File: src/rtl/cnn_pkg.sv
// Shared CNN pipeline definitions: argmax FSM state encoding, default widths
// and a constant clog2 helper.
package cnn_pkg;

    localparam int unsigned DEF_N_CLASS   = 7;   // matches dense_1 output width
    localparam int unsigned DEF_DATA_BITS = 16;
    localparam int unsigned DEF_CNT_BITS  = 16;

    typedef enum logic [1:0] {
        IDLE  = 2'd0,
        ACCUM = 2'd1,
        HOLD  = 2'd2
    } state_e;

    function automatic int unsigned clog2(input int unsigned v);
        int unsigned r;
        int unsigned x;
        r = 0;
        x = v - 1;
        while (x > 0) begin
            r++;
            x = x >> 1;
        end
        return r;
    endfunction

endpackage

File: src/rtl/argmax_classifier_if.sv
// Logit stream in, classification result out, plus status for the argmax stage.
interface argmax_classifier_if #(
    parameter int unsigned N_CLASS   = cnn_pkg::DEF_N_CLASS,
    parameter int unsigned DATA_BITS = cnn_pkg::DEF_DATA_BITS,
    parameter int unsigned CNT_BITS  = cnn_pkg::DEF_CNT_BITS
) ();
    localparam int unsigned IDX_BITS = cnn_pkg::clog2(N_CLASS);

    logic                 valid_i;
    logic [DATA_BITS-1:0] data_i;
    logic                 ready_o;
    logic                 valid_o;
    logic [IDX_BITS-1:0]  class_o;
    logic [DATA_BITS-1:0] score_o;
    logic                 ack_i;
    logic                 busy_o;
    logic                 overrun_o;
    logic [CNT_BITS-1:0]  count_o;

    modport slave (
        input  valid_i, data_i, ack_i,
        output ready_o, valid_o, class_o, score_o, busy_o, overrun_o, count_o
    );

    modport master (
        output valid_i, data_i, ack_i,
        input  ready_o, valid_o, class_o, score_o, busy_o, overrun_o, count_o
    );
endinterface

File: src/rtl/argmax_classifier.sv
// Running argmax over N_CLASS signed logits; presents winning index/score
// through a valid/ack handshake and counts acknowledged results.
module argmax_classifier import cnn_pkg::*; #(
    parameter int unsigned N_CLASS   = DEF_N_CLASS,
    parameter int unsigned DATA_BITS = DEF_DATA_BITS,
    parameter int unsigned CNT_BITS  = DEF_CNT_BITS
) (
    input  logic                clk,
    input  logic                resetn,
    argmax_classifier_if.slave  bus
);
    localparam int unsigned       IDX_BITS = clog2(N_CLASS);
    localparam logic [IDX_BITS-1:0] LAST_BEAT = IDX_BITS'(N_CLASS - 1);

    state_e               state_q, state_d;
    logic [DATA_BITS-1:0] max_q, max_d;
    logic [IDX_BITS-1:0]  idx_q, idx_d;
    logic [IDX_BITS-1:0]  beat_q, beat_d;
    logic                 valid_q, valid_d;
    logic [IDX_BITS-1:0]  class_q, class_d;
    logic [DATA_BITS-1:0] score_q, score_d;
    logic                 busy_q, busy_d;
    logic                 overrun_q, overrun_d;
    logic [CNT_BITS-1:0]  count_q, count_d;

    logic ready;
    logic accept;
    logic greater;
    logic load_first;

    // Ready drops only while a result waits unacknowledged.
    assign ready   = (state_q != HOLD) || bus.ack_i;
    assign accept  = bus.valid_i && ready;
    assign greater = $signed(bus.data_i) > $signed(max_q);

    // Next-state and datapath update.
    always_comb begin
        state_d    = state_q;
        max_d      = max_q;
        idx_d      = idx_q;
        beat_d     = beat_q;
        valid_d    = valid_q;
        class_d    = class_q;
        score_d    = score_q;
        busy_d     = busy_q;
        overrun_d  = overrun_q;
        count_d    = count_q;
        load_first = 1'b0;

        if (bus.valid_i && !ready) begin
            overrun_d = 1'b1;
        end

        case (state_q)
            IDLE: begin
                if (accept) begin
                    load_first = 1'b1;
                end
            end
            ACCUM: begin
                if (accept) begin
                    if (greater) begin
                        max_d = bus.data_i;
                        idx_d = beat_q;
                    end
                    beat_d = beat_q + 1'b1;
                    // Final beat: publish the result including this beat's compare.
                    if (beat_q == LAST_BEAT) begin
                        state_d = HOLD;
                        busy_d  = 1'b0;
                        valid_d = 1'b1;
                        class_d = greater ? beat_q : idx_q;
                        score_d = greater ? bus.data_i : max_q;
                        beat_d  = '0;
                    end
                end
            end
            HOLD: begin
                if (bus.ack_i) begin
                    valid_d = 1'b0;
                    count_d = count_q + 1'b1;
                    state_d = IDLE;
                    if (bus.valid_i) begin
                        load_first = 1'b1;
                    end
                end
            end
            default: begin
                state_d = IDLE;
            end
        endcase

        // Logit 0 seeds the running max, so all-negative vectors work.
        if (load_first) begin
            max_d   = bus.data_i;
            idx_d   = '0;
            beat_d  = IDX_BITS'(1);
            busy_d  = 1'b1;
            state_d = ACCUM;
        end
    end

    always_ff @(posedge clk) begin
        if (!resetn) begin
            state_q   <= IDLE;
            max_q     <= '0;
            idx_q     <= '0;
            beat_q    <= '0;
            valid_q   <= 1'b0;
            class_q   <= '0;
            score_q   <= '0;
            busy_q    <= 1'b0;
            overrun_q <= 1'b0;
            count_q   <= '0;
        end else begin
            state_q   <= state_d;
            max_q     <= max_d;
            idx_q     <= idx_d;
            beat_q    <= beat_d;
            valid_q   <= valid_d;
            class_q   <= class_d;
            score_q   <= score_d;
            busy_q    <= busy_d;
            overrun_q <= overrun_d;
            count_q   <= count_d;
        end
    end

    assign bus.ready_o   = ready;
    assign bus.valid_o   = valid_q;
    assign bus.class_o   = class_q;
    assign bus.score_o   = score_q;
    assign bus.busy_o    = busy_q;
    assign bus.overrun_o = overrun_q;
    assign bus.count_o   = count_q;

endmodule

File: src/flat_wrapper.sv
// flat-port wrapper written by rule: the top's interface ports become plain ports
module argmax_classifier_flat import cnn_pkg::*;
#(
    parameter int unsigned N_CLASS   = DEF_N_CLASS,
    parameter int unsigned DATA_BITS = DEF_DATA_BITS,
    parameter int unsigned CNT_BITS  = DEF_CNT_BITS
)
  (clk, resetn, bus_valid_i, bus_data_i, bus_ack_i, bus_ready_o, bus_valid_o, bus_class_o, bus_score_o, bus_busy_o, bus_overrun_o, bus_count_o);
  argmax_classifier_if #(.N_CLASS(N_CLASS), .DATA_BITS(DATA_BITS), .CNT_BITS(CNT_BITS)) bus_i ();
  input  logic clk;
  input  logic resetn;
  input wire logic [$bits(bus_i.valid_i)-1:0] bus_valid_i;
  input wire logic [$bits(bus_i.data_i)-1:0] bus_data_i;
  input wire logic [$bits(bus_i.ack_i)-1:0] bus_ack_i;
  output wire logic [$bits(bus_i.ready_o)-1:0] bus_ready_o;
  output wire logic [$bits(bus_i.valid_o)-1:0] bus_valid_o;
  output wire logic [$bits(bus_i.class_o)-1:0] bus_class_o;
  output wire logic [$bits(bus_i.score_o)-1:0] bus_score_o;
  output wire logic [$bits(bus_i.busy_o)-1:0] bus_busy_o;
  output wire logic [$bits(bus_i.overrun_o)-1:0] bus_overrun_o;
  output wire logic [$bits(bus_i.count_o)-1:0] bus_count_o;
  assign bus_i.valid_i = bus_valid_i;
  assign bus_i.data_i = bus_data_i;
  assign bus_i.ack_i = bus_ack_i;
  assign bus_ready_o = bus_i.ready_o;
  assign bus_valid_o = bus_i.valid_o;
  assign bus_class_o = bus_i.class_o;
  assign bus_score_o = bus_i.score_o;
  assign bus_busy_o = bus_i.busy_o;
  assign bus_overrun_o = bus_i.overrun_o;
  assign bus_count_o = bus_i.count_o;
  argmax_classifier #(.N_CLASS(N_CLASS), .DATA_BITS(DATA_BITS), .CNT_BITS(CNT_BITS)) u_core (.clk(clk), .resetn(resetn), .bus(bus_i));
endmodule
File: config.mk
export PLATFORM = sky130hd
export DESIGN_NAME = argmax_classifier_flat
export DESIGN_NICKNAME = d
export VERILOG_FILES = /design/src/rtl/cnn_pkg.sv /design/src/rtl/argmax_classifier_if.sv /design/src/rtl/argmax_classifier.sv /design/src/flat_wrapper.sv
export SDC_FILE = /design/constraint.sdc
export NUM_CORES = 1
export LEC_CHECK = 0
export ABC_AREA = 1
export BUFFER_PORTS_ARGS = -buffer_cell sky130_fd_sc_hd__buf_2
export CORE_MARGIN = 3
export CORE_UTILIZATION = 51
export DETAILED_ROUTE_END_ITERATION = 7
export PLACE_DENSITY = 0.82
export SLEW_MARGIN = 20
export SYNTH_ARGS = -nofsm -noshare
export SYNTH_HDL_FRONTEND = slang
export SYNTH_SLANG_ARGS = --single-unit
File: constraint.sdc
create_clock -name clk -period 1.9 [get_ports clk]
set_clock_uncertainty 0.2 [all_clocks]
set_input_delay 0.19 -clock clk [delete_from_list [all_inputs] [get_ports clk]]
set_output_delay 0.19 -clock clk [all_outputs]
set_load 0.05 [all_outputs]
==> impl_metrics.py <==
metrics = {
    "global_routing": {
        "grt_pass1_vias": 3423,
        "grtUsageTotal_pct": 24.8,
        "grt_max_degree": 29,
        "grt-ovfl-total": 0,
        "grt_first_pass_wirelength_um": 15200,
        "antenna_found_initial": 0,
    },
    "synthesis": {
        "netlist_area_um2": 3440,
        "synth_cells": 515,
        "yosysWarningCount": 0,
        "synth_flop_cell": "dfxtp_1",
        "synth_cell_types": 31,
        "synthArstFlopShare_pct": 0,
        "syn_nets": 552,
        "synth_edf_count": 0,
        "synth-seq-cells": 62,
        "synth_seq_area_share_pct": 36.1,
        "avgSynthCellArea_um2": 6.68,
    },
    "timing": {
        "timing.setup.tns_ps": -9090,
        "grt_setup_unrepaired": "yes",
        "setup_viol": 41,
        "layout_min_cycle_time_ps": 2220,
        "fin_crit_sh_pct": 117,
        "finalWorstSetupSlack_ps": -317,
        "clock.fmax_ghz": 0.451,
        "worstMarginPinSlew_ps": 353,
        "drv_slew": 0,
        "hold_violations": 0,
        "relSlewSlack_pct": 76.5,
    },
    "power_and_ir_drop": {
        "pwr-share-comb_pct": 25.9,
        "switching_share_pct": 32.5,
        "ir_drop_v": 0.000544,
        "p_leak_nw": 2.29,
        "p_switching_mw": 1.13,
        "cellInternalPower_mw": 2.35,
        "power_mw": 3.48,
        "p_clk_share_pct": 35.1,
        "pwr-share-seq_pct": 39.0,
        "p_per_area_nw_per_um2": 727,
    },
    "layout": {
        "drive_above_1_share_pct": 35.1,
        "nNetsFinal": 651,
        "insertedDiodeCount": 0,
        "layout_commonest_cell": "nand2_1",
        "layout_common_cells": "105 x nand2_1, 82 x inv_1, 58 x buf_2",
        "area_growth_pct": 39.3,
    },
    "clock_tree": {
        "cts_buffers": 9,
        "clk_pin_slew_ps": 80,
        "root_buffer": "clkbuf_8",
        "clk_latency_ps": 350,
        "clockBufferDepth": 2,
        "htree_levels": 3,
        "clock_sinks": 62,
        "cts_tree": "yes",
    },
    "worst_hold_path": {
        "hp-class": "primary input to flip-flop",
    },
    "setup_path": {
        "critical_path_class": "flip-flop to flip-flop",
        "reg2reg_slack_ps": -320,
        "cp_max_fo": 7,
        "worstPathArrival_ps": 2270,
        "end_kind": "flip-flop",
        "start_kind": "flip-flop",
        "critPathRequiredTime_ps": 1960,
    },
    "floorplanning": {
        "die-area_um2": 7770,
        "coreArea_um2": 6460,
        "start_util_pct": 53.3,
        "die_w_um": 88.1,
        "rows": 29,
        "io_pins": 59,
        "die_h_um": 88.1,
    },
    "detailed_routing": {
        "routedWlPerCell_um": 14.9,
        "viasPerCell": 5.52,
        "wl_um": 10400,
        "drtIter0Drc": 241,
        "post-route-drc-count": 0,
        "dr.pass1.iters": 5,
        "drtAntennaViolNets": 0,
        "vias": 3843,
    },
    "place": {
        "io_buffers": 58,
        "gp_congestion": 0.848,
        "dp_hpwl_um": 6200,
    },
    "status": {
        "violations": "negative setup slack",
        "run_status": "complete, but fails checks",
    },
    "flow_run": {
        "cap_violations": 0,
    },
}
[metrics by stage]
stage          setup WS (ps)  util, %  instances  instance area (um2)  hold slack, ps
5_1_grt                 -408     74.2        696                 4790            77.9
2_1_floorplan          -24.3        -        515                 3610             144
3_3_place_gp            -132     64.2        662                 4150             245
3_5_place_dp            -152     64.2        662                 4150             246
4_1_cts                 -137     69.5        683                 4490            57.9
6_report                -317     74.2        696                 4790            62.2
[what timing repair did]
item | in CTS | in global routing
gates resized for setup | 23 | 50
pin swaps | 14 | 25
hold endpoints to repair | 7 | 0
gates cloned | 2 | 2
hold buffers | 2 | 0
endpoints found under the setup margin | 39 | 44
setup buffers | 1 | 11
[final cells by class]
type                            count  area, um2
Multi-Input combinational cell    337       2130
Fill cell                         450       1670
Sequential cell                    62       1260
Timing Repair Buffer              105        724
Inverter                           99        372
Clock buffer                       10        138
Tap cell                           77       96.3
Clock inverter                      6       68.8
[worst paths after layout]
check,from,to,depth (start not counted)
setup / recovery,u_core.max_q[15],u_core.bus.score_o[0],13
hold reg to reg,u_core.bus.count_o[2],u_core.bus.count_o[2],1
hold / removal,bus_data_i[11],u_core.max_q[11],5
setup reg to reg,u_core.max_q[15],u_core.bus.score_o[0],13
[Yosys cell counts (2+ instances only)]
| library cell | count | share of area, % |
|---|---|---|
| nand2_1 | 122 | 13 |
| inv_1 | 97 | 11 |
| dfxtp_1 | 62 | 36 |
| nor2_1 | 54 | 5.9 |
| a21oi_1 | 45 | 6.5 |
| nand3_1 | 26 | 3.8 |
| nand4_1 | 24 | 4.4 |
| ha_1 | 17 | 6.2 |
| o22ai_1 | 16 | 2.9 |
| buf_2 | 8 | 1.2 |
| clkbuf_1 | 6 | 0.65 |
| o21ai_0 | 5 | 0.73 |
| buf_4 | 3 | 0.65 |
| nor2_4 | 3 | 0.98 |
| a211oi_1 | 2 | 0.44 |
| buf_6 | 2 | 0.65 |
| inv_2 | 2 | 0.22 |
| nand3_2 | 2 | 0.58 |
| nor2_2 | 2 | 0.36 |
| nor3_1 | 2 | 0.29 |
| nor3_2 | 2 | 0.58 |
| o21a_1 | 2 | 0.44 |
| o21ai_1 | 2 | 0.29 |
| xor2_1 | 2 | 0.51 |
[power by group through the flow]
stage	registers [mW]	logic [mW]	clock network [mW]
2_1_floorplan	1.39	0.491	0
3_3_place_gp	1.38	0.672	0
3_5_place_dp	1.38	0.690	0
4_1_cts	1.35	0.769	1.23
5_1_grt	1.36	0.984	1.28
6_report	1.36	0.903	1.22
[layer usage]
metal / global-route usage (%) / routed length (um) / up-vias
met1: 30.4 / 4290 / 1770
met4: 12.8 / 440 / 0
met5: 0 / 0 / -
met2: 41.5 / 4970 / 177
met3: 4.42 / 643 / 51
li1: - / - / 1845
[logic make-up after synthesis]
kind of cell               count (synthesis)  share of synthesized area, %
adders and majority gates                 17                          6.18
buffers and inverters                    119                          14.0
and+or+nand+nor                          239                          30.9
xor gates and xnor gates                   2                         0.509
DFF                                       62                          36.1
AOI/OAI and AO/OA                         76                          12.3
[flip-flops by register name, summed over array words and instances (netlist names)]
signal	cells
u_core.bus.count_o	16
u_core.bus.score_o	16
u_core.max_q	16
u_core.beat_q	3
u_core.bus.class_o	3
u_core.idx_q	3
u_core.state_q	2
u_core.bus.busy_o	1
u_core.bus.overrun_o	1
u_core.bus.valid_o	1
[critical path, stage by stage, from the launching register on]
cell	delay, ps
dfxtp_2	320
inv_2	40
ha_4	280
nand2_2	100
nor3_4	280
nand2_2	130
nand2_2	120
nand2_8	100
nand3_2	160
nand2_1	90
nand2_1	100
nand2_1	70
nand2_1	80
inv_1	50
(Power assumes the default switching activity.)
